[src/rtl/pipeline_hazard_controller.sv]
// Stall/flush sequencer for the five-stage pipeline: resolves branch redirects, multi-cycle
// mul/div occupancy of EX, load-use hazards and fetch bubbles under a fixed priority.
module pipeline_hazard_controller #(
   parameter int unsigned MULDIV_LATENCY = 4,
   parameter int unsigned STALL_CNT_W    = 16
) (
   input  logic                   clk,
   input  logic                   reset,
   input  logic [4:0]             rs1_ID,
   input  logic [4:0]             rs2_ID,
   input  logic                   usesRs1_ID,
   input  logic                   usesRs2_ID,
   input  logic [4:0]             rd_EX,
   input  logic                   memRead_EX,
   input  logic                   muldivStart_EX,
   input  logic                   branchTaken_EX,
   input  logic                   imemReady,
   output logic                   pcEnable,
   output logic                   ifidEnable,
   output logic                   ifidClear,
   output logic                   idexEnable,
   output logic                   idexClear,
   output logic                   exmemClear,
   output logic                   muldivDone,
   output logic [STALL_CNT_W-1:0] stallCount
);

   localparam int unsigned CntW = ($clog2(MULDIV_LATENCY) > 1) ? $clog2(MULDIV_LATENCY) : 1;

   typedef enum logic [1:0] {
      StRun       = 2'd0,
      StMdBusy    = 2'd1,
      StMdRelease = 2'd2
   } state_e;

   state_e                 state_q, state_d;
   logic [CntW-1:0]        md_remain_q, md_remain_d;
   logic [STALL_CNT_W-1:0] stall_cnt_q, stall_cnt_d;

   logic rs1_hit, rs2_hit, load_use;
   logic md_entry, md_stall;

   assign rs1_hit  = usesRs1_ID && (rs1_ID == rd_EX);
   assign rs2_hit  = usesRs2_ID && (rs2_ID == rd_EX);
   assign load_use = memRead_EX && (rd_EX != 5'd0) && (rs1_hit || rs2_hit);
   assign md_entry = (state_q == StRun) && muldivStart_EX && !branchTaken_EX;
   assign md_stall = md_entry || (state_q == StMdBusy);

   // State register
   always_ff @(posedge clk) begin
      if (reset) begin
         state_q     <= StRun;
         md_remain_q <= '0;
         stall_cnt_q <= '0;
      end else begin
         state_q     <= state_d;
         md_remain_q <= md_remain_d;
         stall_cnt_q <= stall_cnt_d;
      end
   end

   // Next-state logic; muldivStart_EX is only looked at in RUN since the same
   // instruction sits in EX for the whole busy/release sequence.
   always_comb begin
      state_d     = state_q;
      md_remain_d = md_remain_q;
      unique case (state_q)
         StRun: begin
            if (md_entry) begin
               if (MULDIV_LATENCY > 2) begin
                  state_d     = StMdBusy;
                  md_remain_d = CntW'(MULDIV_LATENCY - 2);
               end else begin
                  state_d = StMdRelease;
               end
            end
         end
         StMdBusy: begin
            if (md_remain_q == CntW'(1)) begin
               state_d = StMdRelease;
            end else begin
               md_remain_d = md_remain_q - CntW'(1);
            end
         end
         StMdRelease: state_d = StRun;
         default:     state_d = StRun;
      endcase
   end

   // Output logic, highest priority first
   always_comb begin
      pcEnable   = 1'b1;
      ifidEnable = 1'b1;
      ifidClear  = 1'b0;
      idexEnable = 1'b1;
      idexClear  = 1'b0;
      exmemClear = 1'b0;
      muldivDone = 1'b0;
      if (reset) begin
         pcEnable   = 1'b0;
         ifidEnable = 1'b0;
         idexEnable = 1'b0;
         ifidClear  = 1'b1;
         idexClear  = 1'b1;
         exmemClear = 1'b1;
      end else begin
         muldivDone = (state_q == StMdRelease);
         if (branchTaken_EX) begin
            // The branch itself retires, so EX/MEM keeps it.
            ifidClear = 1'b1;
            idexClear = 1'b1;
         end else if (md_stall) begin
            pcEnable   = 1'b0;
            ifidEnable = 1'b0;
            idexEnable = 1'b0;
            exmemClear = 1'b1;
         end else if (load_use) begin
            pcEnable   = 1'b0;
            ifidEnable = 1'b0;
            idexClear  = 1'b1;
         end else if (!imemReady) begin
            pcEnable  = 1'b0;
            ifidClear = 1'b1;
         end
      end
   end

   assign stall_cnt_d = pcEnable ? stall_cnt_q : stall_cnt_q + STALL_CNT_W'(1);
   assign stallCount  = stall_cnt_q;

endmodule

[config.mk]
export PLATFORM = sky130hd
export DESIGN_NAME = pipeline_hazard_controller
export DESIGN_NICKNAME = d
export VERILOG_FILES = /design/src/rtl/pipeline_hazard_controller.sv
export SDC_FILE = /design/constraint.sdc
export NUM_CORES = 1
export LEC_CHECK = 0
export BUFFER_PORTS_ARGS = -buffer_cell sky130_fd_sc_hd__buf_2
export CORE_UTILIZATION = 30
export CTS_CLUSTER_SIZE = 8
export DETAILED_ROUTE_END_ITERATION = 12
export HOLD_SLACK_MARGIN = 0.08
export RECOVER_POWER = 25
export SLEW_MARGIN = 10
export SYNTH_ARGS = -nofsm -noshare
export SYNTH_HDL_FRONTEND = slang
export SYNTH_SLANG_ARGS = --single-unit
[constraint.sdc]
create_clock -name clk -period 3.2 [get_ports clk]
set_input_delay 0.32 -clock clk [delete_from_list [all_inputs] [get_ports clk]]
set_output_delay 0.32 -clock clk [all_outputs]
set_load 0.1 [all_outputs]
==> results_dict.tcl <==
set metrics [dict create \
    period_minus_slack_ps 2310 \
    slew-limit-headroom_pct 22.4 \
    placement.io_buffers 45 \
    syn_area_mm2 0.00121 \
    end_kind "output port" \
    hp-start "reset" \
    period_share_pct 72.1 \
    ys_types 38 \
    hp-class "in2reg" \
    drive_above_1_share_pct 27.9 \
    fin_hold_ws_ps 479 \
    reg2reg_from "state_q[1]$_SDFFE_PP0P_" \
    core_mm2 0.00377 \
    antenna_found_initial 0 \
    tns_ps 0 \
    finalInstanceArea_mm2 0.00154 \
    finalMaxSlewViolations 0 \
    setup_viol 0 \
    hold_viol 0 \
    initial_utilization_pct 32.1 \
    worst_pin_slew_ps 1170 \
    postCtsHoldBufs 0 \
    grt_setup_unrepaired "false" \
    fin_nets 216 \
    placed_area_mm2 0.00147 \
    hold_depth 2 \
    wirelength_um 2810 \
    clock_skew_ps 2.80 \
    final_util_pct 40.8 \
    grt_pass1_wl_um 4790 \
    synth_area_leaders "dfxtp_1 (33%), xnor2_1 (7.2%), a21oi_1 (5.8%)" \
    drtIter0Drc 43 \
    ant_nets 0 \
    io_pins 46 \
    synth_seq_area_share_pct 33.1 \
    areaGrowthSynthToFinish_pct 27.0 \
    avgViaCountPerCell 5.07 \
    status "complete, no violations" \
    grt_overflow 0 \
    h-tree-depth 1 \
    max_freq_ghz 0.434 \
    grt_max_degree 27 \
    synth_top_cell_area_share_pct 33.1 \
    pwr_density_cell_mw_per_mm2 430 \
    crit_arrival_ps 1990 \
    whs_endpoint "md_remain_q[0]$_SDFFE_PP0P_" \
    p_leak_uw 0.000574 \
    post_cts_resized 0 \
    rrSetupSlack_ps 1260 \
    grt_usage_pct 14.0 \
    crit_required_ps 2880 \
    maxCapViolCount 0 \
    die_area_mm2 0.00430 \
    insertion_delay_ps 260 \
    ys.flop_type "dfxtp_1" \
    path_clk_slew_ps 70 \
    path_max_fanout 3 \
    r2r-end "stallCount[14]$_SDFFE_PP0N_" \
    dp_hpwl_um 2100 \
    rows 22 \
    drtPass1Iterations 4 \
    wl_per_cell_um 11.8 \
    clock_sinks 20 \
    worst-r2r-cell-count 6 \
    start_kind "primary input" \
    ir_drop_uv 258 \
    gp_congestion 0.711 \
    first_global_vias 1068 \
    syn_nets 169 \
    synth_top_area_cell "dfxtp_1" \
    cts_max_path_buffers 2 \
    avgSynthCellArea_um2 8.41 \
    die_x_um 65.5 \
    cts_buffers 3 \
    worstSetupPathType "in2out" \
    synth_edf_count 0 \
    async_flop_share_pct 0 \
    vias 1207 \
    cts.root.buffer_cell "clkbuf_8" \
    ys_warn_count 0 \
    cts_tree "yes" \
    ys_ff_latch 20 \
    synthCells 144 \
    cts_setup_buffers 0 \
    n_antenna_cell 0 \
    die_h_um 65.5 \
    drc 0 \
]
==> worst max-delay path by stage <==
stage / endpoint / from / cells after the start
finish: pcEnable / rd_EX[0] / 7
floorplan: pcEnable / rd_EX[0] / 7
detailed placement: pcEnable / rd_EX[0] / 7
global placement: pcEnable / rd_EX[0] / 7
CTS: pcEnable / rd_EX[0] / 7
global route: pcEnable / rd_EX[0] / 7
==> power by group <==
part	internal, uW	switching, uW	total, uW
clock network	167	85.7	253
logic	41.5	103	145
registers	255	8.28	263
total	463	197	661
==> routing by layer <==
layer	GRT usage, %	part of all wire [%]
met4	4.08	0.68
met1	19.0	52
met3	2.60	3.4
met2	22.3	44
met5	0	0
==> per-stage QoR <==
step	power [uW]	std cells	worst slack (ps)
2_1_floorplan	383	144	14.1
3_3_place_gp	414	234	909
3_5_place_dp	414	234	888
4_1_cts	669	238	877
5_1_grt	694	238	806
6_report	661	238	894
==> layout by cell type, fill, tap and decap left out, types with 3 or more instances in the layout <==
| cell | synthesis | layout |
|---|---|---|
| nand2_1 | 12 | 12 |
| o31ai_1 | 5 | 5 |
| nand3_1 | 6 | 6 |
| a21oi_1 | 14 | 14 |
| clkbuf_8 | 0 | 3 |
| buf_2 | 0 | 39 |
| dfxtp_1 | 20 | 20 |
| xnor2_1 | 10 | 10 |
| inv_1 | 6 | 6 |
| nor2b_1 | 4 | 4 |
| or4_1 | 8 | 8 |
| or3_1 | 7 | 7 |
| nor2_1 | 7 | 7 |
| nand4_1 | 6 | 6 |
| clkbuf_1 | 2 | 6 |
| o21ai_1 | 6 | 8 |
==> registers in the layout, indices dropped and copies added, names as in the netlist <==
signal,count
md_remain_q,2
state_q,2
stallCount,16
==> cells by family after synthesis <==
kind of cell | count (synthesis) | synth area share, %
buffers and inverters | 10 | 4.65
AOI/OAI and AO/OA | 40 | 22.9
xor gates and xnor gates | 11 | 7.95
DFF | 20 | 33.1
muxes | 1 | 0.826
adders and majority gates | 2 | 2.07
and+or+nand+nor | 60 | 28.5
==> synthesized netlist by cell type (all sizes together), types with 2 or more instances <==
cell type,number
a21oi,14
buf,2
clkbuf,2
dfxtp,20
ha,2
inv,6
nand2,12
nand3,6
nand4,6
nor2,7
nor2b,5
nor4b,2
o21ai,12
o21bai,3
o31ai,5
or3,7
or4,8
xnor2,10
==> cell type report <==
| class | count | area, um^2 |
|---|---|---|
| Timing Repair Buffer | 46 | 225 |
| Sequential cell | 20 | 400 |
| Multi-Input combinational cell | 114 | 758 |
| Inverter | 6 | 22.5 |
| Tap cell | 48 | 60.1 |
| Clock inverter | 1 | 30.0 |
| Clock buffer | 3 | 41.3 |
| Fill cell | 399 | 2230 |
==> critical path, stage by stage <==
cell and delay, ps:
buf_2 120, or4_1 530, o21ai_2 160, a31oi_2 150, o21ai_2 100, nor2b_1 160, buf_2 440
No activity file was read; power rests on OpenSTA's default activity.
